**config.mk**
```make
export PLATFORM = sky130hd
export DESIGN_NAME = mod_share_arbiter
export DESIGN_NICKNAME = d
export VERILOG_FILES = /design/src/rtl/mod_share_arbiter.sv
export SDC_FILE = /design/constraint.sdc
export NUM_CORES = 1
export LEC_CHECK = 0
export ABC_AREA = 1
export CELL_PAD_IN_SITES_DETAIL_PLACEMENT = 0
export CELL_PAD_IN_SITES_GLOBAL_PLACEMENT = 1
export CORE_ASPECT_RATIO = 0.8
export CORE_MARGIN = 2
export CORE_UTILIZATION = 25
export DETAILED_ROUTE_END_ITERATION = 10
export GPL_TIMING_DRIVEN = 0
export PLACE_DENSITY = 0.61
export SYNTH_ARGS = -nofsm -noshare
export SYNTH_HDL_FRONTEND = slang
export SYNTH_SLANG_ARGS = --single-unit
```
**constraint.sdc**
```tcl
create_clock -name CLK -period 2.1 [get_ports CLK]
set_input_delay 0.21 -clock CLK [delete_from_list [all_inputs] [get_ports CLK]]
set_output_delay 0.21 -clock CLK [all_outputs]
set_load 0.02 [all_outputs]
```
**src/rtl/mod_share_arbiter.sv**
```systemverilog
// Shares one registered MOD operator among NR requesters: per-requester operand-join slots,
// round-robin dispatch of one full slot per cycle, and tagged result return.
module mod_share_arbiter #(
   parameter int unsigned N  = 16,
   parameter int unsigned NR = 4,
   parameter int unsigned TW = 2
) (
   input  logic            CLK,
   input  logic            RST,
   input  logic            EN,
   input  logic [NR-1:0]   REQ_R1,
   input  logic [NR*N-1:0] REQ_D1,
   input  logic [NR-1:0]   REQ_R2,
   input  logic [NR*N-1:0] REQ_D2,
   output logic [NR-1:0]   REQ_ACK1,
   output logic [NR-1:0]   REQ_ACK2,
   output logic            OP_EN,
   output logic            OP_R_IN1,
   output logic [N-1:0]    OP_D_IN1,
   output logic            OP_R_IN2,
   output logic [N-1:0]    OP_D_IN2,
   input  logic            OP_R_OUT,
   input  logic [N-1:0]    OP_D_OUT,
   output logic [NR-1:0]   RES_R,
   output logic [NR*N-1:0] RES_D
);

   logic [NR-1:0]   full1_q, full2_q;
   logic [N-1:0]    opa_q [NR];
   logic [N-1:0]    opb_q [NR];
   logic [TW-1:0]   rr_q;
   logic [TW-1:0]   tag_q;
   logic            tag_valid_q;
   logic [NR-1:0]   res_r_q;
   logic [NR*N-1:0] res_d_q;

   logic [NR-1:0]   cand;
   logic [NR-1:0]   grant_oh;
   logic            grant_valid;
   logic [TW-1:0]   grant_idx;

   // Round-robin search starting one past the last winner.
   always_comb begin
      logic [TW-1:0] idx;
      cand        = EN ? (full1_q & full2_q) : '0;
      grant_valid = 1'b0;
      grant_idx   = '0;
      grant_oh    = '0;
      idx         = '0;
      for (int k = 1; k <= int'(NR); k++) begin
         idx = TW'((int'(rr_q) + k) % NR);
         if (!grant_valid && cand[idx]) begin
            grant_valid = 1'b1;
            grant_idx   = idx;
         end
      end
      if (grant_valid) begin
         grant_oh[grant_idx] = 1'b1;
      end
   end

   // A slot being dispatched this cycle may be refilled in the same cycle.
   assign REQ_ACK1 = {NR{EN & RST}} & REQ_R1 & (~full1_q | grant_oh);
   assign REQ_ACK2 = {NR{EN & RST}} & REQ_R2 & (~full2_q | grant_oh);

   assign OP_EN    = EN & RST;
   assign OP_R_IN1 = grant_valid;
   assign OP_R_IN2 = grant_valid;
   assign OP_D_IN1 = grant_valid ? opa_q[grant_idx] : '0;
   assign OP_D_IN2 = grant_valid ? opb_q[grant_idx] : '0;

   assign RES_R = res_r_q;
   assign RES_D = res_d_q;

   always_ff @(posedge CLK or negedge RST) begin
      if (!RST) begin
         full1_q <= '0;
         full2_q <= '0;
         for (int i = 0; i < int'(NR); i++) begin
            opa_q[i] <= '0;
            opb_q[i] <= '0;
         end
      end else begin
         for (int i = 0; i < int'(NR); i++) begin
            if (REQ_ACK1[i]) begin
               full1_q[i] <= 1'b1;
               opa_q[i]   <= REQ_D1[i*N +: N];
            end else if (grant_oh[i]) begin
               full1_q[i] <= 1'b0;
            end
            if (REQ_ACK2[i]) begin
               full2_q[i] <= 1'b1;
               opb_q[i]   <= REQ_D2[i*N +: N];
            end else if (grant_oh[i]) begin
               full2_q[i] <= 1'b0;
            end
         end
      end
   end

   always_ff @(posedge CLK or negedge RST) begin
      if (!RST) begin
         rr_q        <= TW'(NR - 1);
         tag_q       <= '0;
         tag_valid_q <= 1'b0;
      end else begin
         tag_valid_q <= grant_valid;
         if (grant_valid) begin
            rr_q  <= grant_idx;
            tag_q <= grant_idx;
         end
      end
   end

   // The operator holds its output while disabled, so return does not wait for EN.
   always_ff @(posedge CLK or negedge RST) begin
      if (!RST) begin
         res_r_q <= '0;
         res_d_q <= '0;
      end else begin
         res_r_q <= '0;
         if (tag_valid_q) begin
            res_r_q[tag_q]          <= 1'b1;
            res_d_q[tag_q*N +: N]   <= OP_D_OUT;
         end
      end
   end

   a_result_valid: assert property (@(posedge CLK) disable iff (!RST) tag_valid_q |-> OP_R_OUT);

endmodule

```
Word-level counts from Yosys, hierarchy flattened
Cells that the tools add are included.
Storage, ports and cells
  register bits: 209
  input bits: 156
  logic and storage cells: 108
Cells by class
  add/subtract/negate cells: 5
  $lt $le $gt $ge: 9
  shift-type cells: 2
  mux-type cells: 44
  bitwise operators: 11
  reduce and logical (&&, ||, !) cells: 16
Operators by type and width (count)
  16-bit two-way mux: 6
  16-bit binary-select mux with 2-bit select: 2
  64-bit bitwise mux: 1
  16-bit by 34-bit variable shift with 64-bit output, first input constant: 1
  16-bit by 34-bit indexed part select with 64-bit output: 1
  6-bit negator with 34-bit output: 1
  1-bit two-way mux: 22
  4-bit bitwise AND: 5
  2-bit by 3-bit < comparator with 1-bit output, second input constant: 6
  2-bit nonzero test: 8
  4-bit two-way mux: 3
  1-bit binary-select mux with 2-bit select: 4
  2-bit two-way mux: 4
  4-bit inverter: 2
  4-bit bitwise OR: 2
  1-bit logical AND: 5
  2-bit by 1-bit adder with 2-bit output, second input constant: 2
  2-bit adder, second input constant: 2
  1-bit demux with 2-bit select: 2
  2-bit by 1-bit greater-or-equal comparator with 1-bit output, second input constant: 2
  3-bit greater-or-equal comparator, second input constant: 1
  1-bit logical NOT: 3
  2-bit inverter with 3-bit output: 1
  1-bit bitwise AND: 1

Depth between registers and ports, before layout
Gate-level depths: netlist (run 1).
  word-level depth: 22
  mapped depth: 17
  depth with buffers taken out: 15

Worst setup path after synthesis (run 1)
No wires, ideal clock.
  path kind: reg-to-output
  from: register rr_q[0]
  to: output port OP_D_IN2[10]
  arrival: 2234 ps
  data required time: 1890 ps
  setup slack: -344 ps
  cell stages (with the launch flop): 16
  buffers on the path: 3
  path through: dfstp_2 -> buf_2 -> inv_4 -> nand2_1 -> nand2_1 -> nand3_1 -> nand2_1 -> nand3_1 -> nand3_2 -> nand2_4 -> buf_4 -> buf_4 -> nand2_1 -> nand2_1 -> nand2_1 -> a21oi_1
On the way
  longest elaborated chain between the ends: 18
  elaborated cells on any way between the ends: 31
  those cells by class: add/sub: 4; mux: 20; bitwise: 1; reduce/logical: 6
RTL lines
  start, declared: RTL line 31  | logic [TW-1:0] rr_q;
  start signal, assigned: RTL line 103  | rr_q <= TW'(NR - 1);
  start signal, assigned: RTL line 109  | rr_q <= grant_idx;
  2-bit by 1-bit adder with 2-bit output: RTL line 51  | idx = TW'((int'(rr_q) + k) % NR);
  1-bit binary-select mux with 2-bit select: RTL line 52  | if (!grant_valid && cand[idx]) begin
  1-bit two-way mux (not written as such): RTL line 52
  1-bit two-way mux: RTL line 52
  1-bit logical NOT: RTL line 52
  1-bit logical AND: RTL line 52
  1-bit two-way mux: RTL line 52
  1-bit logical NOT: RTL line 52
  1-bit logical AND: RTL line 52
  1-bit two-way mux: RTL line 52
  1-bit logical NOT: RTL line 52
  1-bit logical AND: RTL line 52
  2-bit two-way mux: RTL line 52
  2-bit inverter with 3-bit output (not written as such): RTL line 70  | assign OP_D_IN2 = grant_valid ? opb_q[grant_idx] : '0;
  16-bit binary-select mux with 2-bit select: RTL line 70
  16-bit two-way mux (not written as such) (2 in a row): RTL line 70
  16-bit two-way mux *: RTL line 70
  end, declared: RTL line 21  | output logic [N-1:0] OP_D_IN2,
Every way passes the cells marked *; elsewhere a longest branch is shown, timed or not. The select of a mux whose other input is x is not followed.

Final worst setup path (run 1)
  from: register rr_q[0]
  to: output port OP_D_IN2[9]
Same word-level chain as after synthesis.

==> flow_metrics.env, run 1 <==
export IMPL_critPathTopFamily="simple AND/OR/NAND/NOR gates"
export IMPL_startpoint_type="flop"
export IMPL_initialDrtViolationCount=736
export IMPL_cts_root_buf="clkbuf_16"
export IMPL_ir_drop_mv=1.16
export IMPL_synth_common_cells="nand2_1 (651), dfrtp_1 (207), nand3_1 (162)"
export IMPL_seq_power_share_pct=19.3
export IMPL_synth_distinct_cells=26
export IMPL_critPathRequiredTime_ns=1.89
export IMPL_maxSlewHeadroom_pct=48.1
export IMPL_pwr_share_comb_pct=68.6
export IMPL_fin_crit_sh_pct=145
export IMPL_grt_setup_unrepaired="yes"
export IMPL_dp_cells=2071
export IMPL_antenna_found_initial=2
export IMPL_crit_path_max_incr_delay_ns=0.53
export IMPL_avgSynthCellArea_sq_um=7.81
export IMPL_finalHoldViolations=105
export IMPL_row_count=65
export IMPL_worstMarginPinSlew_ns=0.776
export IMPL_slew_viol_final=0
export IMPL_path_clk_slew_ns=0.06
export IMPL_remaining_drc_errors=0
export IMPL_run_status="finished, violations left"
export IMPL_crit_type="reg2out"
export IMPL_crit_chain="buf_8 > inv_8 > nand2_4 > nand2_1 > nand2_2 > nand2_4 > a21oi_4 > nand2_4 > nand2_8 > buf_12 > clkbuf_16 > nand2_1 > nand2_1 > nand2_2 > a21oi_4 > buf_6"
export IMPL_dp_slack_ns=-1.29
export IMPL_worstHoldPathType="in2async"
export IMPL_crit_path_start="rr_q[0]"
export IMPL_fillers=4039
export IMPL_netSwitchingFraction_pct=46.7
export IMPL_critPathCaptureType="output pin"
export IMPL_vias=9768
export IMPL_place_gp_congestion=0.827
export IMPL_syn_nets=1430
export IMPL_r2r_start="rr_q[0]"
export IMPL_cp_max_fo=9
export IMPL_synth_area_sq_um=9910
export IMPL_setup_viol=190
export IMPL_insertion_delay_ns=0.54
export IMPL_synthArstFlopShare_pct=100
export IMPL_fp_dieW_um=227
export IMPL_grt_pass1_wl_um=58100
export IMPL_drt_wl_total_um=39000
export IMPL_yosysTopAreaCell="dfrtp_1"
export IMPL_p_int_w=0.0190
export IMPL_clock_sinks=209
export IMPL_stdcell_count=2193
export IMPL_fp_dieArea_sq_um=41300
export IMPL_fin_ws_ns=-0.952
export IMPL_netlist_top_cells_area="dfrtp_1 (52%), nand2_1 (25%), nand3_1 (8.2%)"
export IMPL_grt_ovfl_total=0
export IMPL_synth_cells=1269
export IMPL_grt_pass1_vias=9563
export IMPL_ys_seq_area_share_pct=52.8
export IMPL_yosys_cell_count_top_type="nand2_1"
export IMPL_maxCapViolations=0
export IMPL_p_leak_nw=7.66
export IMPL_synth_edf_count=0
export IMPL_clock_path_buffers=3
export IMPL_cts_tree="yes"
export IMPL_yosys_warnings=0
export IMPL_firstDrtPassIters=5
export IMPL_cts_buffers=25
export IMPL_drive_above_1_share_pct=23.0
export IMPL_cp_depth=16
export IMPL_post_drt_via_cell_ratio=4.45
export IMPL_core_area_sq_um=39300
export IMPL_clkPwrFrac_pct=12.1
export IMPL_power_density_nw_per_um2=2190
export IMPL_fin_skew_ns=0.00715
export IMPL_ff2ff_path_depth=17
export IMPL_grt_max_degree=108
export IMPL_synth_flop_cell="dfrtp_1"
export IMPL_grt_util_all_layers_pct=18.4
export IMPL_fin_nets=1801
export IMPL_synth_top_cell_area_share_pct=52.3
export IMPL_ys_seq_elements=209
export IMPL_ant_nets=0
export IMPL_htreeDepth=1
export IMPL_io_buffers=264
export IMPL_switchingPower_w=0.0166
export IMPL_die_y_um=182
export IMPL_critPathBufInv=5
export IMPL_hpwl_um=27600
export IMPL_initial_core_util_pct=25.2
export IMPL_arrival_ns=2.84
export IMPL_areaGrowthSynthToFinish_pct=64.1
export IMPL_fmax_mhz=328
export IMPL_failed_checks="negative hold slack, negative setup slack"
export IMPL_fin_crit_ns=3.05
export IMPL_wl_per_cell_um=17.8
export IMPL_holdWs_ns=-0.350
export IMPL_p_total_w=0.0356
export IMPL_pin_count=267
export IMPL_critPathSlowestCell="dfstp_2"
[layout make-up]
type / count / area, sq um / share of cell area (%)
sequential: 209 / 5240 / 32.2
antenna: 2 / 5.00 / 0.0308
inverter: 33 / 185 / 1.14
buffer: 65 / 646 / 3.97
clock inverter: 5 / 50.0 / 0.308
clock buffer: 37 / 731 / 4.49
multi-input combinational: 961 / 5090 / 31.3
tap: 536 / 671 / 4.12
timing repair buffer: 345 / 3650 / 22.4
[power by group through the flow]
stage / logic, W / clock network (W) / registers [W]
CTS: 0.0230 / 0.00444 / 0.00685
detailed placement: 0.0188 / 0 / 0.00686
global placement: 0.0188 / 0 / 0.00683
finish: 0.0244 / 0.00432 / 0.00686
global route: 0.0263 / 0.00459 / 0.00706
floorplan: 0.0118 / 0 / 0.00709
[layout by cell type, fill, tap and decap left out, drive strengths merged]
cell and instances:
nand2 673, nand3 166, clkinvlp 1, dfrtp 207, bufinv 1, inv 30, buf 158, clkinv 6
dfstp 2, ha 5, a21boi 1, nand4 3, nor3 1, clkdlybuf4s50 221, nor2 10, diode 2
o21ai 69, a21oi 33, clkbuf 68
[what timing repair did]
item                                    4_1_cts  5_1_grt
gates cloned                                  4        5
endpoints found under the setup margin      237      231
hold endpoints to repair                    105      105
resized for setup                           420       54
pin swaps                                    45       27
buffers inserted                             57       13
[path summary, 6_finish.rpt]
path	endpoint	slack [ns]
setup reg to reg	opa_q[26]	-0.48
setup / recovery	OP_D_IN2[9]	-0.95
hold reg to reg	opb_q[62]	0.47
min in group CLK	opb_q[17]	0.21
hold / removal	RES_R[3]	-0.35
max in group asynchronous	full2_q[3]	1.46
[worst register-to-register path, stage by stage, from the launching register on]
cell	delay, ns
dfstp_2	0.53
buf_8	0.14
inv_8	0.06
nand2_2	0.09
nand2_2	0.10
o21ai_4	0.22
nand4_1	0.17
nand2_4	0.17
buf_6	0.13
nand2_4	0.06
nand2_4	0.08
nand2_4	0.07
buf_4	0.15
buf_6	0.12
buf_6	0.13
buf_8	0.14
nand2_1	0.06
nand2_1	0.06
[flip-flops by register name (all words and copies together) (netlist names), 2 cells and up]
signal   cells
RES_D       64
RES_R        4
full1_q      4
full2_q      4
opa_q       64
opb_q       64
rr_q         2
tag_q        2
[metal layers]
metal,track usage (%),share of wire [%]
met5,0,0
met4,3.37,1.4
met3,3.38,5.3
met2,27.1,44
met1,28.2,50
[metrics by stage]
stage	instance area (sq um)	util (%)	hold WS (ns)	TNS, ns
4_1_cts	15800	40.3	-0.296	-62.84
6_report	16300	41.4	-0.350	-84.04
5_1_grt	16300	41.4	-0.300	-111.35
3_3_place_gp	13800	35.1	0.453	-3528.07
3_5_place_dp	13800	35.2	0.289	-120.64
2_1_floorplan	10500	-	-0.0856	-2.76
[logic make-up after synthesis]
kind of cell               synth area share, %
and+or+nand+nor                           36.3
DFF                                       52.8
AOI/OAI and AO/OA                         5.23
buffers and inverters                     5.08
adders and majority gates                0.631
Power figures use the tool's default switching activity.
==> run 2: changes to the inputs <==
--- a/config.mk
+++ b/config.mk
@@ -10,10 +10,10 @@
 export CELL_PAD_IN_SITES_GLOBAL_PLACEMENT = 1
 export CORE_ASPECT_RATIO = 0.8
 export CORE_MARGIN = 2
-export CORE_UTILIZATION = 25
+export CORE_UTILIZATION = 32
 export DETAILED_ROUTE_END_ITERATION = 10
 export GPL_TIMING_DRIVEN = 0
-export PLACE_DENSITY = 0.61
+export PLACE_DENSITY = 0.75
 export SYNTH_ARGS = -nofsm -noshare
 export SYNTH_HDL_FRONTEND = slang
 export SYNTH_SLANG_ARGS = --single-unit
==> flow_metrics.env, run 2 (same netlist as run 1, synthesis figures left out) <==
export IMPL_hpwl_um=25600
export IMPL_run_status="finished, violations left"
export IMPL_die_y_um=161
export IMPL_crit_type="reg2out"
export IMPL_htreeDepth=1
export IMPL_vias=9822
export IMPL_fin_skew_ns=0.0184
export IMPL_row_count=57
export IMPL_worstHoldPathType="in2async"
export IMPL_grt_max_degree=112
export IMPL_crit_chain="buf_8 > inv_8 > nand2_2 > nand2_4 > nand3_2 > nand2_4 > nor2_4 > nand3_2 > nand2_4 > nand2_8 > clkbuf_16 > clkbuf_16 > nand2_1 > nand2_1 > nand2_2 > a21oi_4 > buf_6"
export IMPL_grt_pass1_vias=9728
export IMPL_mostFrequentLayoutCell="nand2_1"
export IMPL_critPathRequiredTime_ns=1.89
export IMPL_grt_util_all_layers_pct=21.8
export IMPL_slew_viol_final=0
export IMPL_fin_crit_ns=3.07
export IMPL_fmax_mhz=325
export IMPL_cpMostUsedCell="nand2_4"
export IMPL_holdWs_ns=-0.395
export IMPL_path_clk_slew_ns=0.07
export IMPL_antenna_found_initial=4
export IMPL_arrival_ns=2.86
export IMPL_failed_checks="negative hold slack, negative setup slack"
export IMPL_post_drt_via_cell_ratio=4.79
export IMPL_critPathCaptureType="output pin"
export IMPL_drive_above_1_share_pct=21.9
export IMPL_grt_pass1_wl_um=55400
export IMPL_setup_viol=180
export IMPL_wl_per_cell_um=17.8
export IMPL_startpoint_type="flop"
export IMPL_remaining_drc_errors=0
export IMPL_critPathSlowestCell="dfstp_2"
export IMPL_clock_path_buffers=3
export IMPL_cp_max_fo=8
export IMPL_fin_ws_ns=-0.973
export IMPL_grt_setup_unrepaired="yes"
export IMPL_crit_path_max_incr_delay_ns=0.54
export IMPL_cts_tree="yes"
export IMPL_fp_dieArea_sq_um=32400
export IMPL_worstMarginPinSlew_ns=0.758
export IMPL_stdcell_area_sq_um=15800
export IMPL_fin_nets=1776
export IMPL_finalHoldViolations=98
export IMPL_areaGrowthSynthToFinish_pct=59.7
export IMPL_insertion_delay_ns=0.53
export IMPL_fin_crit_sh_pct=146
export IMPL_dp_cells=1947
export IMPL_initialDrtViolationCount=807
export IMPL_io_buffers=264
export IMPL_drt_wl_total_um=36500
export IMPL_maxCapViolations=0
export IMPL_pin_count=267
export IMPL_initial_core_util_pct=32.5
export IMPL_grt_ovfl_total=0
export IMPL_cts_buffers=24
export IMPL_clock_sinks=209
export IMPL_finalSetupTns_ns=-82.86
export IMPL_place_gp_congestion=0.874
export IMPL_cts_root_buf="clkbuf_16"
export IMPL_ant_nets=0
export IMPL_maxSlewHeadroom_pct=49.3
export IMPL_rrSetupSlack_ns=-0.45
export IMPL_place_area_sq_um=13700
export IMPL_stdcell_count=2049
export IMPL_final_cell_mix="nand2_1 (571), clkdlybuf4s50_1 (222), dfrtp_1 (205)"
export IMPL_firstDrtPassIters=5
export IMPL_fp_dieW_um=201
export IMPL_core_area_sq_um=30500
==> run 2: changes by cell type in the layout (fill, tap and decap cells not counted), moves of 3 or more <==
cell	change
buf_8	-6
nand2_4	-3
buf_6	-15
buf_4	-7
nand2_2	+3
clkbuf_1	-4
clkbuf_4	+3
==> run 2: worst max-delay path: cells and delay by family (launching register included) <==
family	cells	cell delay [ns]
buf+inv	5	0.68
simple gates	11	1.04
flops	1	0.54
compound gates	1	0.05
==> run 2: path summary, 6_finish.rpt <==
kind                             from     endpoint  cells after the start
max reg2reg                   rr_q[0]    opb_q[26]                     19
max in group asynchronous         RST    opb_q[62]                      2
min                               RST     RES_R[3]                      1
max                           rr_q[0]  OP_D_IN1[3]                     17
min in group CLK           REQ_D2[33]    opb_q[17]                      3
min reg2reg                 opb_q[10]    opb_q[10]                      2
==> run 2: routing by layer <==
| metal | vias up | routed length (um) | GRT usage (%) |
|---|---|---|---|
| met5 | - | 13 | 0 |
| met4 | 2 | 745 | 6.13 |
| met3 | 49 | 1950 | 4.36 |
| met2 | 285 | 15900 | 32.1 |
| met1 | 4724 | 17900 | 32.6 |
| li1 | 4762 | - | - |
==> run 2: timing repair <==
action,in CTS,in global routing
setup buffers,43,4
setup endpoints to repair,236,233
gates resized for setup,374,68
pin swaps,41,29
endpoints found under the hold margin,98,98
gates cloned,2,7
==> run 2: area by class of cell <==
| class | count | area [sq um] |
|---|---|---|
| sequential | 209 | 5240 |
| tap | 413 | 517 |
| buffer | 65 | 654 |
| inverter | 33 | 183 |
| antenna | 3 | 7.51 |
| multi-input combinational | 961 | 5020 |
| clock buffer | 33 | 696 |
| fill | 2913 | 14600 |
| clock inverter | 11 | 136 |
| timing repair buffer | 320 | 3370 |
| timing repair inverter | 1 | 8.76 |
==> run 2: per-stage QoR <==
stage / hold WS, ns / util (%) / setup slack (ns)
CTS: -0.372 / 50.6 / -0.898
finish: -0.395 / 52.0 / -0.973
floorplan: -0.0856 / - / -0.0933
global route: -0.364 / 52.0 / -1.08
detailed placement: 0.320 / 44.8 / -1.46
global placement: 0.454 / 44.7 / -11.60
Power of run 2 is left out: the tool's default activity adds up to more than one toggle a clock period on the data nets, which glitch-free logic cannot reach.
==> run 3: changes to the inputs <==
--- a/config.mk
+++ b/config.mk
@@ -10,10 +10,11 @@
 export CELL_PAD_IN_SITES_GLOBAL_PLACEMENT = 1
 export CORE_ASPECT_RATIO = 0.8
 export CORE_MARGIN = 2
-export CORE_UTILIZATION = 32
+export CORE_UTILIZATION = 35
 export DETAILED_ROUTE_END_ITERATION = 10
 export GPL_TIMING_DRIVEN = 0
-export PLACE_DENSITY = 0.75
+export PLACE_DENSITY = 0.78
+export RECOVER_POWER = 25
 export SYNTH_ARGS = -nofsm -noshare
 export SYNTH_HDL_FRONTEND = slang
 export SYNTH_SLANG_ARGS = --single-unit
==> constraint.sdc (replaced) <==
create_clock -name CLK -period 2.9 [get_ports CLK]
set_input_delay 0.29 -clock CLK [delete_from_list [all_inputs] [get_ports CLK]]
set_output_delay 0.29 -clock CLK [all_outputs]
set_load 0.02 [all_outputs]
==> flow_metrics.env, run 3 (same netlist as run 1, synthesis figures left out) <==
export IMPL_run_status="finished, violations left"
export IMPL_failed_checks="max-capacitance violations, max-slew violations, negative setup slack"
export IMPL_power_density_nw_per_um2=1500
export IMPL_startpoint_type="flop"
export IMPL_vias=9622
export IMPL_critPathRequiredTime_ns=2.61
export IMPL_maxSlewHeadroom_pct=-10.6
export IMPL_r2r_start="tag_q[0]"
export IMPL_mostFrequentLayoutCell="nand2_1"
export IMPL_grt_pass1_wl_um=53200
export IMPL_cp_endpoint="OP_D_IN2[10]"
export IMPL_crit_type="reg2out"
export IMPL_p_leak_nw=7.24
export IMPL_drt_wl_total_um=34300
export IMPL_grt_ovfl_total=0
export IMPL_die_y_um=155
export IMPL_stdcell_area_sq_um=14800
export IMPL_fin_crit_sh_pct=106
export IMPL_grt_max_degree=80
export IMPL_grt_pass1_vias=9406
export IMPL_switchingPower_w=0.0103
export IMPL_cp_max_fo=10
export IMPL_initialDrtViolationCount=690
export IMPL_areaGrowthSynthToFinish_pct=48.9
export IMPL_stdcell_count=1996
export IMPL_cts_tree="yes"
export IMPL_wl_per_cell_um=17.2
export IMPL_setup_viol=39
export IMPL_row_count=55
export IMPL_dp_slack_ns=-0.855
export IMPL_crit_path_start="rr_q[0]"
export IMPL_place_area_sq_um=13100
export IMPL_post_drt_via_cell_ratio=4.82
export IMPL_fp_dieW_um=192
export IMPL_netSwitchingFraction_pct=46.8
export IMPL_fillers=2711
export IMPL_remaining_drc_errors=0
export IMPL_initial_core_util_pct=35.3
export IMPL_firstDrtPassIters=6
export IMPL_io_buffers=264
export IMPL_worstMarginPinSlew_ns=1.66
export IMPL_fin_ws_ns=-0.167
export IMPL_drive_above_1_share_pct=16.7
export IMPL_insertion_delay_ns=0.51
export IMPL_cts_root_buf="clkbuf_16"
export IMPL_place_gp_congestion=0.890
export IMPL_fin_skew_ns=0.00895
export IMPL_cts_buffers=24
export IMPL_p_int_w=0.0117
export IMPL_fin_crit_ns=3.07
export IMPL_ant_nets=0
export IMPL_slew_viol_final=130
export IMPL_critPathCaptureType="output pin"
export IMPL_seq_power_share_pct=22.4
export IMPL_grt_util_all_layers_pct=23.1
export IMPL_worstHoldPathType="in2reg"
export IMPL_fin_nets=1768
export IMPL_hpwl_um=24800
export IMPL_arrival_ns=2.78
export IMPL_fin_util_pct=52.6
export IMPL_fmax_mhz=326
export IMPL_final_cell_mix="nand2_1 (627), clkdlybuf4s50_1 (221), dfrtp_1 (206)"
export IMPL_finalSetupTns_ns=-4.62
export IMPL_clkPwrFrac_pct=14.2
export IMPL_maxCapViolations=2
export IMPL_rr_endpoint="RES_D[7]"
export IMPL_dp_cells=1905
export IMPL_path_clk_slew_ns=0.06
export IMPL_clock_sinks=209
export IMPL_core_area_sq_um=28100
export IMPL_antenna_found_initial=2
export IMPL_clock_path_buffers=3
export IMPL_pwr_share_comb_pct=63.4
export IMPL_ff2ff_path_depth=7
export IMPL_grt_setup_unrepaired="yes"
export IMPL_fp_dieArea_sq_um=29700
export IMPL_ir_drop_mv=1.10
export IMPL_rrSetupSlack_ns=0.32
export IMPL_pin_count=267
export IMPL_htreeDepth=1
export IMPL_finalHoldViolations=0
run 3: area by class of cell:
cell class | count | area (sq um) | share of cell area (%)
clock inverters | 10 | 81.3 | 0.551
well taps | 370 | 463 | 3.14
multi-input cells | 961 | 4550 | 30.8
inverters | 33 | 164 | 1.11
plain buffers | 59 | 450 | 3.05
repair buffers | 319 | 3070 | 20.8
clock buffers | 34 | 739 | 5.01
flip-flops and latches | 209 | 5230 | 35.5
diodes | 1 | 2.50 | 0.0170
run 3: per-stage QoR:
step	hold WS, ns	total power [W]
finish	0.312	0.0221
global route	0.313	0.0237
CTS	0.293	0.0212
detailed placement	0.273	0.0163
global placement	0.453	0.0163
floorplan	-0.00559	0.0117
run 3: per-layer routing:
metal	global-route usage [%]	share of wire [%]	wire length (um)	up-vias
li1	-	-	-	4727
met1	35.8	49	16800	4584
met2	33.5	43	14700	274
met3	3.95	6.3	2180	37
met4	4.83	1.7	578	0
met5	0	0	0	-
run 3: power by group through the flow:
stage                     sequential (W)  clock (W)  combinational, W
after floorplan                  0.00513          0           0.00657
after global placement           0.00491          0            0.0114
after detailed placement         0.00494          0            0.0114
after CTS                        0.00494    0.00318            0.0131
after global routing             0.00510    0.00330            0.0153
final                            0.00495    0.00312            0.0140
run 3: worst min path at each step:
stage | slack [ns] | from | endpoint | cells past startpoint
global placement | 0.45 | opb_q[55] | opb_q[55] | 2
CTS | 0.29 | REQ_D2[43] | opb_q[27] | 3
floorplan | -0.006 | RST | RES_D[0] | 0
detailed placement | 0.27 | RST | RES_R[3] | 1
global route | 0.31 | REQ_D2[41] | opb_q[25] | 3
finish | 0.31 | REQ_D2[41] | opb_q[25] | 3
run 3: what timing repair did:
| action | 4_1_cts | 5_1_grt |
|---|---|---|
| endpoints found under the setup margin | 43 | 41 |
| pin swaps | 22 | 11 |
| hold endpoints to repair | 61 | 0 |
| setup buffers | 32 | 14 |
| gates resized for setup | 327 | 54 |
| hold buffers | 6 | 0 |
| cloned | 0 | 1 |
run 3: worst max-delay path: stages (launching register included):
cell and delay, ns:
dfstp_2 0.62, buf_4 0.14, nand2_1 0.07, nand3_1 0.10, nand2_2 0.11, nor2_4 0.12, nand3_2 0.09, nand2_4 0.12
nand2_8 0.10, inv_12 0.11, buf_8 0.13, nand2_1 0.07, nand2_1 0.06, nand2_1 0.07, a21oi_2 0.18, buf_6 0.14
